[src/rtl/miner_pkg.sv]
// Shared miner-core types and sizes, used by the header loader, the hashing core and the result stage.
package miner_pkg;

    localparam int DATA_W    = 16;
    localparam int HALFWORDS = 40;
    localparam int HDR_W     = DATA_W * HALFWORDS;
    localparam int CNT_W     = $clog2(HALFWORDS + 1);

    typedef enum logic [1:0] {
        IDLE,
        LOAD,
        PRESENT
    } ldr_state_t;

    typedef enum logic [1:0] {
        CMD_NONE  = 2'b00,
        CMD_START = 2'b01,
        CMD_ABORT = 2'b10,
        CMD_RSVD  = 2'b11
    } host_cmd_t;

    function automatic logic is_last_slot(input logic [CNT_W-1:0] cnt);
        return cnt == CNT_W'(HALFWORDS - 1);
    endfunction

endpackage

[src/rtl/miner_cmd_decode.sv]
// Registers the host interrupt command into single-cycle start/abort pulses and
// delays the halfword strobe by the same cycle so data stays aligned with commands.
module miner_cmd_decode
    import miner_pkg::*;
#(
    parameter int DW = DATA_W
) (
    input  logic          clk_i,
    input  logic          rst_ni,
    input  logic [1:0]    interrupt_i,
    input  logic [DW-1:0] data_i,
    input  logic          data_valid_i,
    output logic          start_pulse_o,
    output logic          abort_pulse_o,
    output logic [DW-1:0] data_o,
    output logic          data_valid_o
);

    host_cmd_t     cmd_q;
    host_cmd_t     cmd_d;
    logic          start_q, start_d;
    logic          abort_q, abort_d;
    logic [DW-1:0] data_q;
    logic          dv_q;

    // A command held for several cycles still yields only one pulse.
    always_comb begin
        cmd_d   = host_cmd_t'(interrupt_i);
        start_d = (cmd_d == CMD_START) && (cmd_q != CMD_START);
        abort_d = (cmd_d == CMD_ABORT) && (cmd_q != CMD_ABORT);
    end

    always_ff @(posedge clk_i or negedge rst_ni) begin
        if (!rst_ni) begin
            cmd_q   <= CMD_NONE;
            start_q <= 1'b0;
            abort_q <= 1'b0;
            data_q  <= '0;
            dv_q    <= 1'b0;
        end else begin
            cmd_q   <= cmd_d;
            start_q <= start_d;
            abort_q <= abort_d;
            data_q  <= data_i;
            dv_q    <= data_valid_i;
        end
    end

    assign start_pulse_o = start_q;
    assign abort_pulse_o = abort_q;
    assign data_o        = data_q;
    assign data_valid_o  = dv_q;

endmodule

[src/rtl/miner_header_loader.sv]
// Collects 40 host halfwords into a 640-bit block header and offers it to the
// SHA-256d core over valid/ready; host START/ABORT commands control the load.
module miner_header_loader
    import miner_pkg::*;
(
    input  logic              clk,
    input  logic              rst,
    input  logic [1:0]        interrupt,
    input  logic [DATA_W-1:0] data_in,
    input  logic              data_in_valid,
    input  logic              hdr_ready,
    output logic              hdr_valid,
    output logic [HDR_W-1:0]  hdr_data,
    output logic              busy,
    output logic [CNT_W-1:0]  word_cnt,
    output logic              overrun
);

    logic              start_pulse;
    logic              abort_pulse;
    logic [DATA_W-1:0] dly_data;
    logic              dly_valid;

    miner_cmd_decode #(
        .DW(DATA_W)
    ) u_cmd_decode (
        .clk_i        (clk),
        .rst_ni       (rst),
        .interrupt_i  (interrupt),
        .data_i       (data_in),
        .data_valid_i (data_in_valid),
        .start_pulse_o(start_pulse),
        .abort_pulse_o(abort_pulse),
        .data_o       (dly_data),
        .data_valid_o (dly_valid)
    );

    ldr_state_t       state_q, state_d;
    logic             busy_q, busy_d;
    logic             valid_q, valid_d;
    logic             overrun_q, overrun_d;
    logic [CNT_W-1:0] cnt_q, cnt_d;
    logic [HDR_W-1:0] hdr_q, hdr_d;

    always_comb begin
        state_d   = state_q;
        valid_d   = valid_q;
        overrun_d = overrun_q;
        cnt_d     = cnt_q;
        hdr_d     = hdr_q;

        if (abort_pulse) begin
            // Overrun deliberately survives an abort so the host can still read it.
            state_d = IDLE;
            cnt_d   = '0;
            valid_d = 1'b0;
        end else begin
            unique case (state_q)
                IDLE: begin
                    if (start_pulse) begin
                        state_d   = LOAD;
                        cnt_d     = '0;
                        overrun_d = 1'b0;
                    end
                end
                LOAD: begin
                    if (start_pulse) begin
                        cnt_d = '0;
                    end else if (dly_valid) begin
                        for (int i = 0; i < HALFWORDS; i++) begin
                            if (cnt_q == CNT_W'(i)) begin
                                hdr_d[HDR_W-1-DATA_W*i -: DATA_W] = dly_data;
                            end
                        end
                        cnt_d = cnt_q + CNT_W'(1);
                        if (is_last_slot(cnt_q)) begin
                            state_d = PRESENT;
                            valid_d = 1'b1;
                        end
                    end
                end
                PRESENT: begin
                    if (dly_valid) begin
                        overrun_d = 1'b1;
                    end
                    if (valid_q && hdr_ready) begin
                        state_d = IDLE;
                        valid_d = 1'b0;
                    end
                end
                default: begin
                    state_d = IDLE;
                    valid_d = 1'b0;
                end
            endcase
        end

        busy_d = (state_d != IDLE);
    end

    always_ff @(posedge clk or negedge rst) begin
        if (!rst) begin
            state_q   <= IDLE;
            busy_q    <= 1'b0;
            valid_q   <= 1'b0;
            overrun_q <= 1'b0;
            cnt_q     <= '0;
            hdr_q     <= '0;
        end else begin
            state_q   <= state_d;
            busy_q    <= busy_d;
            valid_q   <= valid_d;
            overrun_q <= overrun_d;
            cnt_q     <= cnt_d;
            hdr_q     <= hdr_d;
        end
    end

    assign hdr_valid = valid_q;
    assign hdr_data  = hdr_q;
    assign busy      = busy_q;
    assign word_cnt  = cnt_q;
    assign overrun   = overrun_q;

endmodule

[config.mk]
export PLATFORM = sky130hd
export DESIGN_NAME = miner_header_loader
export DESIGN_NICKNAME = d
export VERILOG_FILES = /design/src/rtl/miner_pkg.sv /design/src/rtl/miner_cmd_decode.sv /design/src/rtl/miner_header_loader.sv
export SDC_FILE = /design/constraint.sdc
export NUM_CORES = 1
export LEC_CHECK = 0
export ABC_AREA = 1
export CAP_MARGIN = 20
export CORE_ASPECT_RATIO = 0.5
export CORE_MARGIN = 2
export CORE_UTILIZATION = 44
export CTS_CLUSTER_DIAMETER = 100
export DETAILED_ROUTE_END_ITERATION = 16
export PLACE_DENSITY = 0.82
export SLEW_MARGIN = 20
export SYNTH_ARGS = -nofsm -noshare
export SYNTH_HDL_FRONTEND = slang
export SYNTH_HIERARCHICAL = 1
export SYNTH_SLANG_ARGS = --single-unit
[constraint.sdc]
create_clock -name clk -period 1.7 [get_ports clk]
set_input_delay 0.34 -clock clk [delete_from_list [all_inputs] [get_ports clk]]
set_output_delay 0.34 -clock clk [all_outputs]
set_load 0.05 [all_outputs]
# --- Word-level counts from Yosys, hierarchy flattened ---
# Index checks and enable logic that the tools add are counted.
totals:
  ff_bits: 672
  input_bits: 22
  output_inout_bits: 649
  word_cells: 179
op_classes:
  add_sub_neg: 1
  eq_ne: 54
  mux: 21
  bitwise: 2
  n_reduce_logical: 51
ops:
  columns: ["operator", "count"]
  rows:
  - ["5-bit AND reduction", 41]
  - ["6-bit by 5-bit equality test with 1-bit output, second input constant", 16]
  - ["6-bit by 4-bit equality test with 1-bit output, second input constant", 8]
  - ["6-bit equality test, second input constant", 8]
  - ["6-bit by 3-bit equality test with 1-bit output, second input constant", 4]
  - ["6-bit 2-to-1 mux", 4]
  - ["6-bit by 2-bit equality test with 1-bit output, second input constant", 2]
  - ["2-bit 2-to-1 mux", 6]
  - ["6-bit one-hot mux with 2 select lines", 1]
  - ["2-bit by 1-bit != test with 1-bit output, second input constant", 4]
  - ["1-bit 2-to-1 mux", 7]
  - ["6-bit by 1-bit adder with 6-bit output, second input constant", 1]
  - ["6-bit by 1-bit equality test with 1-bit output, second input constant", 1]
  - ["6-bit logical NOT", 1]
  - ["3-bit by 1-bit != test with 1-bit output, second input constant", 2]
  - ["3-bit by 2-bit != test with 1-bit output, second input constant", 2]
  - ["2-bit one-hot mux with 3 select lines", 1]
  - ["2-bit by 1-bit equality test with 1-bit output, second input constant", 2]
  - ["2-bit equality test, second input constant", 2]
  - ["4-bit by 1-bit != test with 1-bit output, second input constant", 1]
  - ["4-bit AND reduction", 1]
  - ["2-bit nonzero test", 2]
  - ["1-bit logical AND", 3]
  - ["3-bit != test, second input constant", 1]
  - ["7 further kinds", 8]

# --- Logic depth before layout (Yosys ltp) ---
depth:
  depth_word: 7
  depth_mapped: 9
  depth_no_buf: 8

# --- Hierarchy ---
# Netlist, hierarchy kept.
modules_own_cells:
  columns: ["module", "instances", "cells_per_inst", "area_each_um2", "seq_area_each_um2"]
  rows:
  - ["miner_header_loader", 1, 2409, 24473.5, 16290.6]
  - ["miner_cmd_decode", 1, 31, 563.0, 525.5]

# --- Least setup slack after synthesis ---
# No wires, ideal clock.
synth_path:
  path_type: "register -> register"
  start: "register cnt_q[0], in the netlist word_cnt[0]"
  end: "register hdr_q[145], in the netlist hdr_data[145]"
  setup_ns: 0.083
  arrival_time_ns: 1.847
  t_required_ns: 1.617
  path_slack_ns: -0.230
  path_stages_with_launch: 9
  period_less_slack_ns: 1.930
  cell_sequence: "dfrtp_1 > inv_1 > ha_1 > inv_1 > nor2_2 > nand2_1 > clkbuf_1 > nand2_1 > o21ai_0"
synth_via:
  elab_chain_len: 2
synth_lines:
  columns: ["element", "line", "text"]
  rows:
  - ["start: declaration", "miner_header_loader.sv:42", "logic [CNT_W-1:0] cnt_q, cnt_d;"]
  - ["start signal: assignment", "miner_header_loader.sv:114", "cnt_q <= cnt_d;"]
  - ["6-bit by 5-bit equality test with 1-bit output", "miner_header_loader.sv:71", "if (cnt_q == CNT_W'(i)) begin"]
  - ["5-bit AND reduction (no line)", null, null]
  - ["end signal: assignment", "miner_header_loader.sv:115", "hdr_q <= hdr_d;"]
  - ["end: declaration", "miner_header_loader.sv:43", "logic [HDR_W-1:0] hdr_q, hdr_d;"]
# No other way between the ends.
# A chain may end at the register's enable or synchronous reset.

# --- Worst setup path after layout ---
layout_path:
  start: "register cnt_q[0], in the netlist word_cnt[0]"
  end: "register hdr_q[445], in the netlist hdr_data[445]"
layout_via:
  elab_chain_len: 2
layout_lines:
  columns: ["element", "line"]
  rows:
  - ["6-bit by 4-bit equality test with 1-bit output", "miner_header_loader.sv:71"]
  - ["5-bit AND reduction (no line)", null]
# No other way between the ends.

==> results.sh <==
export IMPL_p_total_mw=37.64
export IMPL_cts_buffer_depth=3
export IMPL_drt_iter0_markers=2622
export IMPL_io_pins=671
export IMPL_finalWeightedCongestion=0.9097
export IMPL_overflow=0
export IMPL_use_met2=0.4855
export IMPL_status="complete, but fails checks"
export IMPL_yosysMostFrequentCell="nand2_1"
export IMPL_rr_worst_depth=9
export IMPL_hold_class="primary input to flip-flop"
export IMPL_dpl_hpwl_mm=60.45
export IMPL_core_um2=55870
export IMPL_cp_arrival_ps=2280
export IMPL_synth_edf_count=0
export IMPL_fin_crit_sh=1.076
export IMPL_nNetsFinal=3170
export IMPL_synth_cell_area_um2=25040
export IMPL_grt_max_degree=83
export IMPL_grt_pass1_vias=20613
export IMPL_power_density_nw_per_um2=1079
export IMPL_placed_area_um2=31500
export IMPL_setup_viol=157
export IMPL_rsz0062_at_grt="yes"
export IMPL_endpoint="hdr_data[445]"
export IMPL_antenna_found_initial=6
export IMPL_syn_nets=2466
export IMPL_reg2reg_to="hdr_data[445]"
export IMPL_ys_warn_count=6
export IMPL_seq_area_frac_synth=0.6717
export IMPL_ys_types=28
export IMPL_ys_seq_elements=672
export IMPL_async_reset_ff_frac=1.000
export IMPL_ant_nets=0
export IMPL_period_needed_ps=1829
export IMPL_regToRegStartpoint="word_cnt[0]"
export IMPL_met3_usage=0.05321
export IMPL_synthToLayoutAreaGrowth_pct=39.28
export IMPL_fin_skew_ps=23.30
export IMPL_cts_buffers=56
export IMPL_grt_pass1_wl_mm=132.1
export IMPL_portBuffers=670
export IMPL_max_slew_margin=0.5962
export IMPL_die_y_um=172.7
export IMPL_finalHoldViolations=0
export IMPL_vdd_drop_max_uv=879.1
export IMPL_htreeDepth=2
export IMPL_clk_pin_slew_worst_paths_ps=80
export IMPL_critPathLaunchType="flip-flop"
export IMPL_synth_top_area_cell="dfrtp_1"
export IMPL_slew_viol_final=0
export IMPL_n_fill_cell=4284
export IMPL_critPathLaunch="word_cnt[0]"
export IMPL_fp_dieArea_um2=58940
export IMPL_yosysTopAreaCellShare=0.6717
export IMPL_maxCapViolCount=0
export IMPL_stdcell_area_um2=34870
export IMPL_crit_fanout=16
export IMPL_required_ps=2150
export IMPL_fin_ws_ps=-129.1
export IMPL_drive_gt1_frac=0.3282
export IMPL_multi_input_area_um2=7587
export IMPL_cts_tree="built"
export IMPL_synthTopCellsByArea="dfrtp_1, nand2_1, o21ai_0"
export IMPL_drc_errors=0
export IMPL_synth_top_flop_cell="dfrtp_1"
export IMPL_use_met1=0.3646
export IMPL_numClockSinks=672
export IMPL_cts_root_buf="clkbuf_16"
export IMPL_worst_slew_pin_slew_ps=605.6
export IMPL_viasPerCell=5.568
export IMPL_fmax_mhz=546.7
export IMPL_place_ws_ps=-120.2
export IMPL_crit_path_end_kind="flip-flop"
export IMPL_first_pass_iters=6
export IMPL_gr_usage_all_layers=0.2980
export IMPL_synth_avg_cell_area_um2=10.26
export IMPL_critPathKind="flip-flop to flip-flop"
export IMPL_die_w_um=341.3
export IMPL_vias=21990
export IMPL_ys_top_cells_by_count="nand2_1, dfrtp_1, o21ai_0"
export IMPL_leakage_nw=18.21
export IMPL_wl_mm=96.68
export IMPL_ff_latch_area_um2=16830
export IMPL_start_util=0.4481
export IMPL_failed_checks="negative setup slack"
export IMPL_rows=61
export IMPL_post_synth_inst_count=2440
export IMPL_busiest_layer="met2"
export IMPL_ff2ff_setup_slack_ps=-130
export IMPL_wl_per_cell_um=24.48
export IMPL_insertion_delay_ps=610
where the power goes:
part / internal [mW] / switching [mW]
registers: 16.7 / 0.588
clock network: 7.43 / 6.21
logic: 1.83 / 4.86
total: 26.0 / 11.7
logic make-up (layout without fill, tap and decap cells):
logic type,count (synthesis),in the layout,share of synthesized area
simple gates,868,882,0.1459
flops,672,672,0.6717
compound gates,652,652,0.1305
buf+inv,244,980,0.04993
fa+ha+maj,4,4,0.001999
other cells,0,3,0
final cells by class:
cell class	count	area share
Inverter	51	0.006566
Antenna cell	3	0.0002153
Clock inverter	28	0.008504
Tap cell	756	0.02713
Sequential cell	672	0.4825
Timing Repair Buffer	825	0.2113
Multi-Input combinational cell	1538	0.2176
Clock buffer	76	0.04614
what timing repair did:
| item | CTS | global route |
|---|---|---|
| setup endpoints to repair | 243 | 603 |
| buffers inserted | 7 | 13 |
| hold endpoints to repair | 30 | 0 |
| resized for setup | 33 | 200 |
| hold buffers | 1 | 0 |
| gates cloned | 3 | 30 |
| pin swaps | 11 | 74 |
per-layer routing:
| metal | share of wire | wire [um] |
|---|---|---|
| met1 | 0.36 | 34540 |
| met2 | 0.49 | 46940 |
| met3 | 0.081 | 7838 |
| met4 | 0.076 | 7363 |
| met5 | 0 | 0 |
flip-flops by register name, indices dropped and copies added, names as in the netlist:
register and count:
u_cmd_decode/start_pulse_o 1, u_cmd_decode/data_valid_o 1, state_q 2, hdr_valid 1
u_cmd_decode/cmd_q 2, u_cmd_decode/data_o 16, word_cnt 6, u_cmd_decode/abort_pulse_o 1
hdr_data 640, busy 1, overrun 1
through the flow:
| stage | util | hold slack (ps) | setup TNS, ps | cells |
|---|---|---|---|---|
| detailed placement | 0.5639 | 275.6 | -3759 | 3788 |
| CTS | 0.6027 | 145.3 | -12.42 | 3903 |
| global route | 0.6241 | 145.4 | -24420 | 3949 |
| global placement | 0.5639 | 274.5 | -130.7 | 3788 |
| floorplan | - | 44.41 | 0 | 2440 |
| finish | 0.6241 | 173.4 | -4111 | 3949 |
cells in the final DEF, fill, tap and decap left out, types with 8 or more instances in the layout:
cell type / n
inv_1: 31
nand2_1: 755
o21ai_2: 10
o21ai_1: 138
o21ai_0: 499
clkdlybuf4s50_1: 20
clkbuf_8: 9
buf_4: 709
dfrtp_2: 8
nand2_8: 15
buf_12: 57
nor2_4: 23
dfrtp_1: 664
buf_6: 15
nand2_2: 27
clkbuf_16: 76
clkbuf_1: 9
inv_2: 11
nor2_1: 11
clkinv_2: 16
nand2_4: 29
worst max-delay path, stage by stage (launching register included):
cell,delay [ps]
dfrtp_2,500
inv_4,110
ha_4,160
inv_2,70
nor2_1,140
buf_4,180
nand2_4,110
buf_12,170
nand2_1,90
o21ai_0,110
worst min path at each step:
stage / startpoint / endpoint / slack (ps) / cells past startpoint
finish: data_in_valid / u_cmd_decode/data_valid_o / 170 / 1
detailed placement: rst / hdr_data[510] / 280 / 1
global route: data_in_valid / u_cmd_decode/data_valid_o / 150 / 1
CTS: data_in_valid / u_cmd_decode/data_valid_o / 150 / 1
global placement: rst / hdr_data[510] / 270 / 1
floorplan: rst / busy / 40 / 0
No activity file was read; power rests on OpenSTA's default activity.
